File: config.mk
export PLATFORM = sky130hd
export DESIGN_NAME = video_output
export DESIGN_NICKNAME = d
export VERILOG_FILES = /design/src/rtl/clock_phases_pkg.sv /design/src/rtl/video_timing_pkg.sv /design/src/rtl/video_timing.sv /design/src/rtl/video_output.sv
export SDC_FILE = /design/constraint.sdc
export NUM_CORES = 1
export LEC_CHECK = 0
export ABC_AREA = 1
export ABC_CLOCK_PERIOD_IN_PS = 3100
export CAP_MARGIN = 30
export CELL_PAD_IN_SITES_DETAIL_PLACEMENT = 1
export CELL_PAD_IN_SITES_GLOBAL_PLACEMENT = 1
export CORE_MARGIN = 8
export CORE_UTILIZATION = 38
export CTS_CLUSTER_SIZE = 10
export DETAILED_ROUTE_END_ITERATION = 7
export HOLD_SLACK_MARGIN = 0.03
export PLACE_DENSITY_LB_ADDON = 0.1
export SLEW_MARGIN = 20
export SYNTH_ARGS = -nofsm -noshare
export SYNTH_HDL_FRONTEND = slang
export SYNTH_SLANG_ARGS = --single-unit
File: constraint.sdc
create_clock -name clock -period 3.1 [get_ports clock]
set_clock_uncertainty 0.05 [all_clocks]
set_input_delay 0.62 -clock clock [delete_from_list [all_inputs] [get_ports clock]]
set_output_delay 0.62 -clock clock [all_outputs]
set_load 0.02 [all_outputs]
File: src/rtl/clock_phases_pkg.sv
// Memory-arbiter phase codes shared by the video output and the memory manager.
package clock_phases_pkg;

  // One pixel slot: Idle -> VideoRead -> {MemWrite | MemRead | Nop} -> Complete.
  typedef enum logic [2:0] {
    PhaseIdle      = 3'd0,
    PhaseVideoRead = 3'd1,
    PhaseMemWrite  = 3'd2,
    PhaseMemRead   = 3'd3,
    PhaseNop       = 3'd4,
    PhaseComplete  = 3'd5
  } clock_phase_e;

endpackage

File: src/rtl/video_timing_pkg.sv
// 640x480 display timing shared by the video path.
package video_timing_pkg;

  localparam int unsigned H_VISIBLE = 640;
  localparam int unsigned H_FRONT   = 16;
  localparam int unsigned H_SYNC    = 96;
  localparam int unsigned H_BACK    = 48;
  localparam int unsigned H_TOTAL   = H_VISIBLE + H_FRONT + H_SYNC + H_BACK;

  localparam int unsigned V_VISIBLE = 480;
  localparam int unsigned V_FRONT   = 10;
  localparam int unsigned V_SYNC    = 2;
  localparam int unsigned V_BACK    = 33;
  localparam int unsigned V_TOTAL   = V_VISIBLE + V_FRONT + V_SYNC + V_BACK;

  // Inclusive sync windows in counter coordinates.
  localparam int unsigned H_SYNC_START = H_VISIBLE + H_FRONT;
  localparam int unsigned H_SYNC_END   = H_SYNC_START + H_SYNC - 1;
  localparam int unsigned V_SYNC_START = V_VISIBLE + V_FRONT;
  localparam int unsigned V_SYNC_END   = V_SYNC_START + V_SYNC - 1;

  typedef logic [9:0] count_t;

endpackage

File: src/rtl/video_timing.sv
// Horizontal/vertical raster counters with visible-region and sync-window decode.
module video_timing
  import video_timing_pkg::*;
(
  input  logic   clock,
  input  logic   reset,
  input  logic   advance,
  output count_t h_count,
  output count_t v_count,
  output logic   visible,
  output logic   h_sync_active,
  output logic   v_sync_active
);

  count_t h_count_q, h_count_d;
  count_t v_count_q, v_count_d;
  logic   h_last, v_last;

  // Next raster position: step right, wrap to the next line, wrap to the top of frame.
  always_comb begin
    h_last    = (h_count_q == count_t'(H_TOTAL - 1));
    v_last    = (v_count_q == count_t'(V_TOTAL - 1));
    h_count_d = h_count_q;
    v_count_d = v_count_q;
    if (advance) begin
      if (h_last) begin
        h_count_d = '0;
        v_count_d = v_last ? '0 : v_count_q + 1'b1;
      end else begin
        h_count_d = h_count_q + 1'b1;
      end
    end
  end

  // Counters only move on slot-complete edges.
  always_ff @(posedge clock or negedge reset) begin
    if (!reset) begin
      h_count_q <= '0;
      v_count_q <= '0;
    end else if (advance) begin
      h_count_q <= h_count_d;
      v_count_q <= v_count_d;
    end
  end

  // Region and sync-window decode of the current position.
  always_comb begin
    visible       = (h_count_q < count_t'(H_VISIBLE)) && (v_count_q < count_t'(V_VISIBLE));
    h_sync_active = (h_count_q >= count_t'(H_SYNC_START)) && (h_count_q <= count_t'(H_SYNC_END));
    v_sync_active = (v_count_q >= count_t'(V_SYNC_START)) && (v_count_q <= count_t'(V_SYNC_END));
  end

  assign h_count = h_count_q;
  assign v_count = v_count_q;

endmodule

File: src/rtl/video_output.sv
// Framebuffer fetch address generation and registered pixel/sync output for a 640x480 display.
module video_output
  import clock_phases_pkg::*;
  import video_timing_pkg::*;
(
  input  logic        clock,
  input  logic        reset,
  input  logic [2:0]  currentState,
  output logic [16:0] videoAddress,
  input  logic [7:0]  videoData,
  input  logic        videoDataReady,
  output logic [7:0]  videoOutput,
  output logic        hSync,
  output logic        vSync
);

  count_t     h_count, v_count;
  logic       visible, h_sync_active, v_sync_active;
  logic       advance;
  logic [7:0] pixel_q, pixel_d;
  logic       h_sync_q, v_sync_q;

  // Codes 6..7 are simply not Complete, so they never advance the raster.
  assign advance = (currentState == PhaseComplete);

  video_timing u_timing (
    .clock         (clock),
    .reset         (reset),
    .advance       (advance),
    .h_count       (h_count),
    .v_count       (v_count),
    .visible       (visible),
    .h_sync_active (h_sync_active),
    .v_sync_active (v_sync_active)
  );

  // Address depends only on the counters so it is stable across the whole slot;
  // each source pixel covers a 2x2 block of display pixels.
  always_comb begin
    videoAddress = '0;
    pixel_d      = 8'h00;
    if (visible) begin
      videoAddress = {v_count[8:1], h_count[9:1]};
      pixel_d      = videoData;
    end
  end

  // Pixel byte loads on any ready strobe; blanking forces black.
  always_ff @(posedge clock or negedge reset) begin
    if (!reset) begin
      pixel_q <= 8'h00;
    end else if (videoDataReady) begin
      pixel_q <= pixel_d;
    end
  end

  // Active-low syncs are registered on the same edge that advances the counters.
  always_ff @(posedge clock or negedge reset) begin
    if (!reset) begin
      h_sync_q <= 1'b1;
      v_sync_q <= 1'b1;
    end else if (advance) begin
      h_sync_q <= ~h_sync_active;
      v_sync_q <= ~v_sync_active;
    end
  end

  assign videoOutput = pixel_q;
  assign hSync       = h_sync_q;
  assign vSync       = v_sync_q;

  // Bits that do not take part in the 2x2 address mapping.
  logic unused_count_bits;
  assign unused_count_bits = ^{v_count[9], v_count[0], h_count[0]};

endmodule

==> flow_results.xml, run 1 <==
<?xml version="1.0" encoding="UTF-8"?>
<metrics>
  <group name="power_and_ir_drop">
    <metric name="power-per-cell-area" unit="nW/um^2">561.3</metric>
    <metric name="finalPower" unit="mW">1.301</metric>
    <metric name="vdd_ir_drop_max" unit="mV">0.2214</metric>
    <metric name="static-leakage-power" unit="nW">1.108</metric>
  </group>
  <group name="floorplanning">
    <metric name="starting_density_of_the_core" unit="%">39.82</metric>
    <metric name="die_ar" unit="sq um">7059</metric>
    <metric name="die_width" unit="um">84.02</metric>
    <metric name="io_pins" unit="">41</metric>
    <metric name="die_height" unit="um">84.02</metric>
    <metric name="std_cell_rows" unit="">24</metric>
    <metric name="floorplan.core_area" unit="sq um">4414</metric>
  </group>
  <group name="synthesis">
    <metric name="postSynthAreaPerCell" unit="sq um">7.545</metric>
    <metric name="synthArstFlopShare" unit="%">100.0</metric>
    <metric name="yosys.area.top_type_share" unit="%">39.86</metric>
    <metric name="yosys_register_bits" unit="">30</metric>
    <metric name="ys.flop_type" unit="">sky130_fd_sc_hd__dfrtp_1</metric>
    <metric name="synth_fp_nets" unit="">252</metric>
    <metric name="ys_top_cells_by_count" unit="">sky130_fd_sc_hd__nand2_1 (54), sky130_fd_sc_hd__nor2_1 (36), sky130_fd_sc_hd__inv_1 (34)</metric>
    <metric name="count_of_flip_flops_with_a_built_in_enable_after_synthesis" unit="">0</metric>
    <metric name="post_synth_instance_area" unit="sq um">1758</metric>
    <metric name="seq_area_frac_synth" unit="%">42.85</metric>
    <metric name="netlist.top_cell.by_area" unit="">sky130_fd_sc_hd__dfrtp_1</metric>
    <metric name="netlist-cell-type-count" unit="">29</metric>
    <metric name="ys_top_cells_by_area" unit="">sky130_fd_sc_hd__dfrtp_1 (40%), sky130_fd_sc_hd__nand2_1 (12%), sky130_fd_sc_hd__nor2_1 (7.7%)</metric>
    <metric name="synthCells" unit="">233</metric>
    <metric name="post-synth-top-count-cell" unit="">sky130_fd_sc_hd__nand2_1</metric>
    <metric name="yosys_synthesis_warning_count" unit="">0</metric>
  </group>
  <group name="routing">
    <metric name="antenna_viol_nets_final" unit="">0</metric>
    <metric name="vias_per_cell" unit="">4.967</metric>
    <metric name="drt_wl_total" unit="um">4725</metric>
    <metric name="routed_wire_length_per_instance" unit="um">14.32</metric>
    <metric name="route.vias.total" unit="">1639</metric>
    <metric name="drtPass1Iterations" unit="">3</metric>
    <metric name="detail_route.iter0.violations" unit="">27</metric>
    <metric name="drcViolationCount" unit="">0</metric>
  </group>
  <group name="clock_network">
    <metric name="clockBufferDepth" unit="">2</metric>
    <metric name="h-tree-depth" unit="">2</metric>
    <metric name="postCtsHoldBufs" unit="">0</metric>
    <metric name="tritoncts_clock_tree" unit="">done</metric>
    <metric name="cts_buf_count" unit="">5</metric>
    <metric name="cts_post_setup_buffers_inserted" unit="">0</metric>
    <metric name="clock_tree_root" unit="">sky130_fd_sc_hd__clkbuf_8</metric>
    <metric name="clk_pin_slew_worst_paths" unit="ns">0.07</metric>
    <metric name="post_cts_resized" unit="">0</metric>
    <metric name="clock-sinks" unit="">30</metric>
    <metric name="worst_skew_pair.late_latency" unit="ns">0.28</metric>
  </group>
  <group name="global_route">
    <metric name="via_count_of_the_first_global_routing_pass" unit="">1732</metric>
    <metric name="grt_max_degree" unit="">31</metric>
    <metric name="grt_use_total" unit="%">14.16</metric>
    <metric name="grt_antenna_before_repair" unit="">0</metric>
    <metric name="grt_first_pass_wirelength" unit="um">8273</metric>
    <metric name="gr-total-overflow" unit="">0</metric>
  </group>
  <group name="timing">
    <metric name="max_slew_margin" unit="%">65.23</metric>
    <metric name="totalNegativeSetupSlack" unit="ns">0</metric>
    <metric name="fin_ws" unit="ns">0.1745</metric>
    <metric name="timing.fmax" unit="GHz">0.3418</metric>
    <metric name="period_needed" unit="ns">2.926</metric>
    <metric name="min_period_over_period" unit="%">94.37</metric>
    <metric name="tightestPinTransition" unit="ns">0.5199</metric>
    <metric name="timing_hold_violations_final" unit="">0</metric>
    <metric name="rsz_0062_raised_after_global_routing" unit="">no</metric>
    <metric name="final-setup-viol-count" unit="">0</metric>
    <metric name="slew_violations" unit="">0</metric>
  </group>
  <group name="worst_setup_path">
    <metric name="cp_data_required_time" unit="ns">2.43</metric>
    <metric name="worstSetupEndpointType" unit="">output port</metric>
    <metric name="timing_worst_setup_path_type" unit="">reg2out</metric>
    <metric name="crit_slowest_cell" unit="">sky130_fd_sc_hd__clkdlybuf4s50_1</metric>
    <metric name="critPathMaxStageDelay" unit="ns">0.54</metric>
    <metric name="timing.critical_path.fanout_max" unit="">15</metric>
    <metric name="worstPathBufferInverterCount" unit="">3</metric>
    <metric name="worst_path_dominant_cell_family" unit="">buffers and inverters</metric>
    <metric name="crit_path_start_kind" unit="">flop</metric>
    <metric name="ordered_list_of_cells_on_the_worst_path" unit="">inv_1, nand4_1, o21ai_2, buf_4, nor2_1, clkdlybuf4s50_1</metric>
    <metric name="crit_path_arrival_time" unit="ns">2.26</metric>
  </group>
  <group name="placement">
    <metric name="finalWeightedCongestion" unit="">0.8144</metric>
    <metric name="numPortBuffers" unit="">40</metric>
    <metric name="dp.final_hpwl" unit="um">3608</metric>
    <metric name="detailedPlace.worstSlack" unit="ns">0.4494</metric>
  </group>
  <group name="flow_run">
    <metric name="max_cap_viol_count" unit="">0</metric>
  </group>
  <group name="final_layout">
    <metric name="layout-drive-gt1-share" unit="%">8.633</metric>
    <metric name="antennaDiodeCount" unit="">0</metric>
    <metric name="fin_nets" unit="">296</metric>
    <metric name="syn2layout_area_growth" unit="%">31.89</metric>
  </group>
  <group name="worst_hold_path">
    <metric name="worstHoldPathType" unit="">reg2reg</metric>
  </group>
  <group name="status">
    <metric name="result_of_the_run" unit="">completed</metric>
  </group>
</metrics>
registers in the layout (all words and copies together), names as in the netlist:
| name | flops |
|---|---|
| u_timing.h_count | 10 |
| u_timing.v_count | 10 |
| videoOutput | 8 |
| hSync | 1 |
| vSync | 1 |
per-layer routing:
metal | share of wire (%) | track usage [%] | vias to the layer above
li1 | - | - | 824
met1 | 44 | 16.26 | 787
met2 | 52 | 24.77 | 24
met3 | 3.5 | 3.809 | 4
met4 | 0.78 | 4.239 | 0
met5 | 0 | 0 | -
kinds of logic (layout without fill, tap and decap cells):
logic type,after synthesis,in the layout,share of synthesized area (%)
AOI/OAI and AO/OA,27,27,9.466
DFF,30,30,42.85
adders and majority gates,5,5,3.559
and+or+nand+nor,123,123,31.53
buffers and inverters,42,87,9.608
xor gates and xnor gates,6,6,2.989
placed cells by master, fill, tap and decap left out:
cell,count
sky130_fd_sc_hd__nor3_1,3
sky130_fd_sc_hd__inv_1,34
sky130_fd_sc_hd__nand3_1,17
sky130_fd_sc_hd__xor2_1,6
sky130_fd_sc_hd__a21oi_1,3
sky130_fd_sc_hd__bufinv_16,1
sky130_fd_sc_hd__inv_2,2
sky130_fd_sc_hd__o21ai_1,1
sky130_fd_sc_hd__nor2_8,1
sky130_fd_sc_hd__o22ai_1,8
sky130_fd_sc_hd__nand4_1,5
sky130_fd_sc_hd__nand2_1,54
sky130_fd_sc_hd__dfstp_2,2
sky130_fd_sc_hd__nor3b_1,1
sky130_fd_sc_hd__nor2_4,1
sky130_fd_sc_hd__o21ai_0,8
sky130_fd_sc_hd__ha_1,5
sky130_fd_sc_hd__clkdlybuf4s50_1,40
sky130_fd_sc_hd__clkbuf_1,2
sky130_fd_sc_hd__nand2_2,1
sky130_fd_sc_hd__nor2_1,36
sky130_fd_sc_hd__nor2_2,1
sky130_fd_sc_hd__nand3_4,1
sky130_fd_sc_hd__nand3_2,1
sky130_fd_sc_hd__a31oi_1,2
sky130_fd_sc_hd__dfrtp_1,28
sky130_fd_sc_hd__o21ai_2,5
sky130_fd_sc_hd__clkbuf_8,5
sky130_fd_sc_hd__buf_4,3
sky130_fd_sc_hd__nor4_1,1
power by group:
| group | internal (mW) | leakage [nW] | total [mW] | switching, mW |
|---|---|---|---|---|
| Sequential | 0.447 | 0.359 | 0.506 | 0.0599 |
| Clock | 0.240 | 0.0524 | 0.389 | 0.149 |
| Combinational | 0.177 | 0.696 | 0.406 | 0.229 |
| Total | 0.863 | 1.11 | 1.30 | 0.438 |
metrics by stage:
step	utilization, %	std cells	cell area [sq um]	hold slack (ns)
global route	52.52	330	2318	0.4817
floorplan	-	233	1758	0.2744
finish	52.52	330	2318	0.4565
CTS	52.52	330	2318	0.4576
detailed placement	50.11	322	2212	0.4483
global placement	50.11	322	2212	0.4437
path summary, 6_finish.rpt:
check,startpoint,to,slack [ns],cells after the start
max,u_timing.v_count[9]$_DFFE_PN0P_,videoAddress[16],0.17,6
min,hSync$_DFFE_PN1N_,hSync$_DFFE_PN1N_,0.46,2
max reg2reg,u_timing.v_count[9]$_DFFE_PN0P_,videoOutput[1]$_DFFE_PN0P_,1.44,5
min reg2reg,hSync$_DFFE_PN1N_,hSync$_DFFE_PN1N_,0.46,2
max in group asynchronous,reset,hSync$_DFFE_PN1N_,1.99,2
min in group asynchronous,reset,videoOutput[2]$_DFFE_PN0P_,0.68,2
tightest hold or removal path, cell delays in order, from the launching register on:
cell and delay [ns]:
sky130_fd_sc_hd__dfstp_2 0.37, sky130_fd_sc_hd__nor2_1 0.09, sky130_fd_sc_hd__a31oi_1 0.04
final cells by class:
class | instances | area [sq um]
Clock buffer | 7 | 76.32
Clock inverter | 1 | 30.03
Multi-Input combinational cell | 161 | 835.8
Inverter | 36 | 135.1
Sequential cell | 30 | 753.2
Timing Repair Buffer | 43 | 422.9
Tap cell | 52 | 65.06
Fill cell | 556 | 2096
No activity file was read; power rests on OpenSTA's default activity.
==> run 2: changes to the inputs <==
CORE_MARGIN = not set   (was 8)
TNS_END_PERCENT = 20   (was not set)
==> run 2 against run 1 <==
Highest routed layer unchanged. Utilization is 0.37 points higher. Sequential power hardly changed. Clock-buffer cell count is 1 higher. Worst hold slack better by 0.014 ns. Cell count stayed put. Cell area is 0.70% higher. Register-to-register slack better by 0.10 ns. Worst setup slack better by 0.13 ns. Sequential cell count stayed put. Largest power group unchanged. Total power is 1.9% lower. Global-route usage is 7.0 points higher.
==> flow_results.xml, run 2 (synthesis results as in run 1) <==
<?xml version="1.0" encoding="UTF-8"?>
<metrics>
  <group name="timing">
    <metric name="period_needed" unit="ns">2.796</metric>
    <metric name="timing.fmax" unit="GHz">0.3576</metric>
    <metric name="rsz_0062_raised_after_global_routing" unit="">no</metric>
    <metric name="max_slew_margin" unit="%">63.71</metric>
    <metric name="totalNegativeSetupSlack" unit="ns">0</metric>
    <metric name="final-setup-viol-count" unit="">0</metric>
    <metric name="timing_hold_violations_final" unit="">0</metric>
    <metric name="tightestPinTransition" unit="ns">0.5426</metric>
    <metric name="min_period_over_period" unit="%">90.20</metric>
    <metric name="slew_violations" unit="">0</metric>
  </group>
  <group name="worst_setup_path">
    <metric name="worst_r2r_startpoint" unit="">u_timing.v_count[0]$_DFFE_PN0P_</metric>
    <metric name="worstSetupEndpointType" unit="">output port</metric>
    <metric name="reg2reg_slack" unit="ns">1.54</metric>
    <metric name="critical-path-top-cell-by-count" unit="">sky130_fd_sc_hd__nor2_1</metric>
    <metric name="timing.critical_path.fanout_max" unit="">19</metric>
    <metric name="critPathMaxStageDelay" unit="ns">0.61</metric>
    <metric name="cp_data_required_time" unit="ns">2.43</metric>
    <metric name="number_of_cell_instances_on_the_worst_register_to_register_path" unit="">7</metric>
    <metric name="ordered_list_of_cells_on_the_worst_path" unit="">nand2_1, inv_1, nor2_1, o21ai_2, buf_12, nor2_1, clkdlybuf4s50_1</metric>
    <metric name="crit_path_start_kind" unit="">flop</metric>
    <metric name="crit_slowest_cell" unit="">sky130_fd_sc_hd__clkdlybuf4s50_1</metric>
    <metric name="timing.rr.end" unit="">u_timing.v_count[1]$_DFFE_PN0P_</metric>
    <metric name="crit_path_arrival_time" unit="ns">2.13</metric>
    <metric name="timing_worst_setup_path_type" unit="">reg2out</metric>
  </group>
  <group name="worst_hold_path">
    <metric name="worstHoldStart" unit="">hSync$_DFFE_PN1N_</metric>
    <metric name="worstHoldPathType" unit="">reg2reg</metric>
    <metric name="hold_depth" unit="">2</metric>
    <metric name="worstHoldEndpoint" unit="">hSync$_DFFE_PN1N_</metric>
  </group>
  <group name="power_and_ir_drop">
    <metric name="share_clk_of_total_power" unit="%">28.9</metric>
    <metric name="static-leakage-power" unit="nW">1.116</metric>
    <metric name="internal_power" unit="mW">0.8490</metric>
    <metric name="seq_power_share" unit="%">39.5</metric>
    <metric name="finalPower" unit="mW">1.276</metric>
    <metric name="power_frac_comb" unit="%">31.6</metric>
    <metric name="power-per-cell-area" unit="nW/um^2">546.7</metric>
    <metric name="p_sw_share" unit="%">33.49</metric>
    <metric name="net-switching-power" unit="mW">0.4275</metric>
    <metric name="vdd_ir_drop_max" unit="mV">0.2191</metric>
  </group>
  <group name="routing">
    <metric name="drtPass1Iterations" unit="">4</metric>
    <metric name="drcViolationCount" unit="">0</metric>
    <metric name="antenna_viol_nets_final" unit="">0</metric>
    <metric name="route.vias.total" unit="">1631</metric>
    <metric name="routed_wire_length_per_instance" unit="um">13.48</metric>
    <metric name="detail_route.iter0.violations" unit="">77</metric>
    <metric name="vias_per_cell" unit="">4.942</metric>
    <metric name="drt_wl_total" unit="um">4450</metric>
  </group>
  <group name="clock_network">
    <metric name="cts_post_setup_buffers_inserted" unit="">0</metric>
    <metric name="post_cts_resized" unit="">0</metric>
    <metric name="clock_tree_root" unit="">sky130_fd_sc_hd__clkbuf_8</metric>
    <metric name="clock-sinks" unit="">30</metric>
    <metric name="postCtsHoldBufs" unit="">0</metric>
    <metric name="cts_buf_count" unit="">5</metric>
    <metric name="clockBufferDepth" unit="">2</metric>
    <metric name="tritoncts_clock_tree" unit="">done</metric>
    <metric name="worst_skew_pair.late_latency" unit="ns">0.28</metric>
    <metric name="h-tree-depth" unit="">2</metric>
    <metric name="clk_pin_slew_worst_paths" unit="ns">0.06</metric>
  </group>
  <group name="floorplanning">
    <metric name="floorplan.core_area" unit="sq um">4414</metric>
    <metric name="die_width" unit="um">70.02</metric>
    <metric name="die_height" unit="um">70.02</metric>
    <metric name="die_ar" unit="sq um">4902</metric>
    <metric name="std_cell_rows" unit="">24</metric>
    <metric name="starting_density_of_the_core" unit="%">39.82</metric>
    <metric name="io_pins" unit="">41</metric>
  </group>
  <group name="global_route">
    <metric name="via_count_of_the_first_global_routing_pass" unit="">1717</metric>
    <metric name="grt_first_pass_wirelength" unit="um">8148</metric>
    <metric name="gr-total-overflow" unit="">0</metric>
    <metric name="grt_antenna_before_repair" unit="">0</metric>
    <metric name="grt_use_total" unit="%">21.18</metric>
    <metric name="grt_max_degree" unit="">31</metric>
  </group>
  <group name="final_layout">
    <metric name="layout-drive-gt1-share" unit="%">9.353</metric>
    <metric name="layout.cells.most_common_list" unit="">sky130_fd_sc_hd__nand2_1 (54), sky130_fd_sc_hd__clkdlybuf4s50_1 (40), sky130_fd_sc_hd__nor2_1 (36), sky130_fd_sc_hd__inv_1 (34), sky130_fd_sc_hd__dfrtp_1 (28)</metric>
    <metric name="syn2layout_area_growth" unit="%">32.81</metric>
    <metric name="layout_commonest_cell" unit="">sky130_fd_sc_hd__nand2_1</metric>
    <metric name="fin_nets" unit="">296</metric>
    <metric name="antennaDiodeCount" unit="">0</metric>
    <metric name="fillcell_total" unit="">568</metric>
  </group>
  <group name="placement">
    <metric name="finalWeightedCongestion" unit="">0.7814</metric>
    <metric name="numPortBuffers" unit="">40</metric>
    <metric name="dp.final_hpwl" unit="um">3350</metric>
  </group>
  <group name="status">
    <metric name="result_of_the_run" unit="">completed</metric>
  </group>
  <group name="flow_run">
    <metric name="max_cap_viol_count" unit="">0</metric>
  </group>
</metrics>
-- run 2: cell types whose count changed in the layout (fill, tap and decap cells not counted) --
cell                        change
sky130_fd_sc_hd__clkbuf_1       -2
sky130_fd_sc_hd__buf_12         +1
sky130_fd_sc_hd__buf_4          -1
sky130_fd_sc_hd__bufinv_16      -1
sky130_fd_sc_hd__clkbuf_8       +3
-- run 2: final cells by class --
class	count	area (sq um)	area share (%)
Clock buffer	8	110.1	4.716
Tap cell	52	65.06	2.787
Timing Repair Buffer	43	435.4	18.65
Sequential cell	30	753.2	32.26
Inverter	36	135.1	5.788
Multi-Input combinational cell	161	835.8	35.80
-- run 2: power by group through the flow --
stage | Sequential, mW | Clock [mW] | Combinational, mW
after global placement | 0.510 | 0 | 0.401
after detailed placement | 0.513 | 0 | 0.405
after global routing | 0.516 | 0.404 | 0.443
final | 0.505 | 0.369 | 0.403
after floorplan | 0.509 | 0 | 0.225
after CTS | 0.506 | 0.381 | 0.408
-- run 2: layer usage --
metal,vias up,wire (um),global-route usage (%)
met5,-,0,0
met4,0,56,6.667
met3,7,120,4.473
met2,24,2213,36.75
met1,779,2060,26.20
li1,821,-,-
-- run 2: how the worst max path moves through the flow --
| stage | cells after the start | from | to |
|---|---|---|---|
| after floorplan | 6 | u_timing.h_count[9]$_DFFE_PN0N_ | videoAddress[0] |
| final | 7 | u_timing.h_count[8]$_DFFE_PN0N_ | videoAddress[12] |
| after CTS | 7 | u_timing.h_count[8]$_DFFE_PN0N_ | videoAddress[12] |
| after global placement | 7 | u_timing.h_count[8]$_DFFE_PN0N_ | videoAddress[12] |
| after global routing | 7 | u_timing.h_count[9]$_DFFE_PN0N_ | videoAddress[12] |
| after detailed placement | 7 | u_timing.h_count[8]$_DFFE_PN0N_ | videoAddress[12] |
-- run 2: per-stage QoR --
stage | instance area [sq um] | hold WS (ns) | worst slack, ns | util, % | instances
global route | 2335 | 0.5018 | 0.1743 | 52.89 | 330
global placement | 2225 | 0.4430 | 0.6416 | 50.40 | 322
detailed placement | 2225 | 0.4623 | 0.6116 | 50.40 | 322
floorplan | 1758 | 0.2744 | 1.150 | - | 233
CTS | 2335 | 0.4712 | 0.2831 | 52.89 | 330
finish | 2335 | 0.4702 | 0.3039 | 52.89 | 330
-- run 2: worst max-delay path, delay by kind of cell, from the launching register on --
kind	cells	cell delay (ns)
flops	1	0.43
buf+inv	3	0.88
compound gates	1	0.15
simple gates	3	0.37
==> run 3: changes to the inputs <==
CELL_PAD_IN_SITES_DETAIL_PLACEMENT = 0   (was 1)
CORE_ASPECT_RATIO = 0.7   (was not set)
==> run 3 against run 2 <==
Cell area down 0.86%. Fmax grew 1.4%. Global-route usage down 1.8 points. Sequential share of layout area up 0.28 points. Cell count is 1.2% higher. Critical path type unchanged. Critical endpoint is now videoAddress[15]. Largest cell class unchanged.
==> flow_results.xml, run 3 (synthesis results as in run 1) <==
<?xml version="1.0" encoding="UTF-8"?>
<metrics>
  <group name="floorplanning">
    <metric name="starting_density_of_the_core" unit="%">40.14</metric>
    <metric name="die_height" unit="um">58.91</metric>
    <metric name="die_width" unit="um">83.30</metric>
    <metric name="std_cell_rows" unit="">20</metric>
    <metric name="die_ar" unit="sq um">4906</metric>
    <metric name="floorplan.core_area" unit="sq um">4379</metric>
    <metric name="io_pins" unit="">41</metric>
  </group>
  <group name="routing">
    <metric name="drcViolationCount" unit="">0</metric>
    <metric name="antenna_viol_nets_final" unit="">0</metric>
    <metric name="drtPass1Iterations" unit="">4</metric>
    <metric name="detail_route.iter0.violations" unit="">119</metric>
    <metric name="routed_wire_length_per_instance" unit="um">12.46</metric>
    <metric name="drt_wl_total" unit="um">4160</metric>
    <metric name="route.vias.total" unit="">1585</metric>
    <metric name="vias_per_cell" unit="">4.746</metric>
  </group>
  <group name="timing">
    <metric name="max_slew_margin" unit="%">67.50</metric>
    <metric name="period_needed" unit="ns">2.758</metric>
    <metric name="rsz_0062_raised_after_global_routing" unit="">no</metric>
    <metric name="final.hold.worst_slack" unit="ns">0.4516</metric>
    <metric name="timing.fmax" unit="GHz">0.3626</metric>
    <metric name="tightestPinTransition" unit="ns">0.4859</metric>
    <metric name="final-setup-viol-count" unit="">0</metric>
    <metric name="min_period_over_period" unit="%">88.95</metric>
    <metric name="slew_violations" unit="">0</metric>
    <metric name="timing_hold_violations_final" unit="">0</metric>
    <metric name="totalNegativeSetupSlack" unit="ns">0</metric>
  </group>
  <group name="power_and_ir_drop">
    <metric name="vdd_ir_drop_max" unit="mV">0.2409</metric>
    <metric name="power-per-cell-area" unit="nW/um^2">534.2</metric>
    <metric name="finalPower" unit="mW">1.236</metric>
    <metric name="static-leakage-power" unit="nW">1.109</metric>
  </group>
  <group name="worst_setup_path">
    <metric name="worstSetupStartpoint" unit="">u_timing.h_count[9]$_DFFE_PN0N_</metric>
    <metric name="crit_path_arrival_time" unit="ns">2.09</metric>
    <metric name="worst_r2r_startpoint" unit="">u_timing.h_count[0]$_DFFE_PN0N_</metric>
    <metric name="timing.critical_path.fanout_max" unit="">15</metric>
    <metric name="number_of_cell_instances_on_the_worst_register_to_register_path" unit="">8</metric>
    <metric name="worstSetupEndpointType" unit="">output port</metric>
    <metric name="crit_path_start_kind" unit="">flop</metric>
    <metric name="cp_data_required_time" unit="ns">2.43</metric>
    <metric name="reg2reg_slack" unit="ns">1.52</metric>
    <metric name="timing_worst_setup_path_type" unit="">reg2out</metric>
  </group>
  <group name="placement">
    <metric name="numPortBuffers" unit="">40</metric>
    <metric name="dp.final_hpwl" unit="um">3066</metric>
    <metric name="finalWeightedCongestion" unit="">0.7822</metric>
  </group>
  <group name="clock_network">
    <metric name="clockBufferDepth" unit="">2</metric>
    <metric name="post_cts_resized" unit="">0</metric>
    <metric name="tritoncts_clock_tree" unit="">done</metric>
    <metric name="h-tree-depth" unit="">2</metric>
    <metric name="clock-sinks" unit="">30</metric>
    <metric name="worst_skew_pair.late_latency" unit="ns">0.29</metric>
    <metric name="cts_buf_count" unit="">5</metric>
    <metric name="postCtsHoldBufs" unit="">0</metric>
    <metric name="cts_post_setup_buffers_inserted" unit="">0</metric>
    <metric name="clock_tree_root" unit="">sky130_fd_sc_hd__clkbuf_8</metric>
    <metric name="clk_pin_slew_worst_paths" unit="ns">0.07</metric>
  </group>
  <group name="global_route">
    <metric name="via_count_of_the_first_global_routing_pass" unit="">1372</metric>
    <metric name="grt_antenna_before_repair" unit="">0</metric>
    <metric name="gr-total-overflow" unit="">0</metric>
    <metric name="grt_first_pass_wirelength" unit="um">7127</metric>
    <metric name="grt_max_degree" unit="">31</metric>
    <metric name="grt_use_total" unit="%">19.38</metric>
  </group>
  <group name="worst_hold_path">
    <metric name="hold_depth" unit="">2</metric>
    <metric name="worstHoldStart" unit="">hSync$_DFFE_PN1N_</metric>
    <metric name="worstHoldPathType" unit="">reg2reg</metric>
  </group>
  <group name="flow_run">
    <metric name="max_cap_viol_count" unit="">0</metric>
  </group>
  <group name="final_layout">
    <metric name="layout-drive-gt1-share" unit="%">9.319</metric>
    <metric name="syn2layout_area_growth" unit="%">31.67</metric>
    <metric name="layout.cells.most_common_list" unit="">sky130_fd_sc_hd__nand2_1 (54), sky130_fd_sc_hd__clkdlybuf4s50_1 (40), sky130_fd_sc_hd__nor2_1 (36), sky130_fd_sc_hd__inv_1 (34), sky130_fd_sc_hd__dfrtp_1 (28)</metric>
    <metric name="fin_nets" unit="">297</metric>
    <metric name="antennaDiodeCount" unit="">0</metric>
    <metric name="layout_commonest_cell" unit="">sky130_fd_sc_hd__nand2_1</metric>
    <metric name="fillcell_total" unit="">437</metric>
  </group>
  <group name="status">
    <metric name="result_of_the_run" unit="">completed</metric>
  </group>
</metrics>
run 3: cell count changes in the layout (fill, tap and decap cells not counted):
cell	previous run	this run
sky130_fd_sc_hd__clkinv_2	0	1
sky130_fd_sc_hd__clkbuf_8	8	6
sky130_fd_sc_hd__buf_4	2	4
sky130_fd_sc_hd__clkbuf_1	0	1
sky130_fd_sc_hd__buf_12	1	0
run 3: per-stage QoR:
stage / util [%] / cells / worst slack [ns] / cell area [sq um]
6_report: 52.86 / 334 / 0.3424 / 2315
5_1_grt: 52.86 / 334 / 0.1330 / 2315
4_1_cts: 52.86 / 334 / 0.3188 / 2315
3_5_place_dp: 50.77 / 326 / 0.6302 / 2223
3_3_place_gp: 50.77 / 326 / 0.6986 / 2223
2_1_floorplan: - / 233 / 1.150 / 1758
run 3: worst max-delay path, cell delays in order (launching register included):
cell,delay (ns)
sky130_fd_sc_hd__dfrtp_1,0.42
sky130_fd_sc_hd__nand2_1,0.10
sky130_fd_sc_hd__inv_1,0.10
sky130_fd_sc_hd__nor2_1,0.20
sky130_fd_sc_hd__o21ai_2,0.08
sky130_fd_sc_hd__buf_4,0.19
sky130_fd_sc_hd__nor2_1,0.11
sky130_fd_sc_hd__clkdlybuf4s50_1,0.61
run 3: final timing paths:
check / end
setup / recovery: videoAddress[15]
hold / removal: hSync$_DFFE_PN1N_
setup reg to reg: u_timing.v_count[3]$_DFFE_PN0P_
hold reg to reg: hSync$_DFFE_PN1N_
max in group asynchronous: vSync$_DFFE_PN1N_
min in group asynchronous: u_timing.v_count[3]$_DFFE_PN0P_
run 3: layer usage:
layer / global-route usage (%) / wire [um] / part of all wire, % / up-vias
li1: - / - / - / 830
met1: 29.38 / 2199 / 53 / 696
met5: 0 / 0 / 0 / -
met3: 6.452 / 318 / 7.6 / 6
met4: 8.128 / 60 / 1.4 / 0
met2: 24.47 / 1582 / 38 / 53
run 3: final cells by class:
type,count,area [sq um],share of cell area [%]
inverter,36,135.1,5.838
sequential,30,753.2,32.54
multi-input combinational,161,835.8,36.11
tap,55,68.82,2.973
clock buffer,7,86.33,3.730
timing repair buffer,44,430.4,18.59
clock inverter,1,5.005,0.2162
run 3: power by group:
part	total, mW	switching [mW]	internal [mW]
clock network	0.333	0.154	0.179
logic	0.395	0.218	0.177
registers	0.508	0.0615	0.446
total	1.24	0.434	0.802
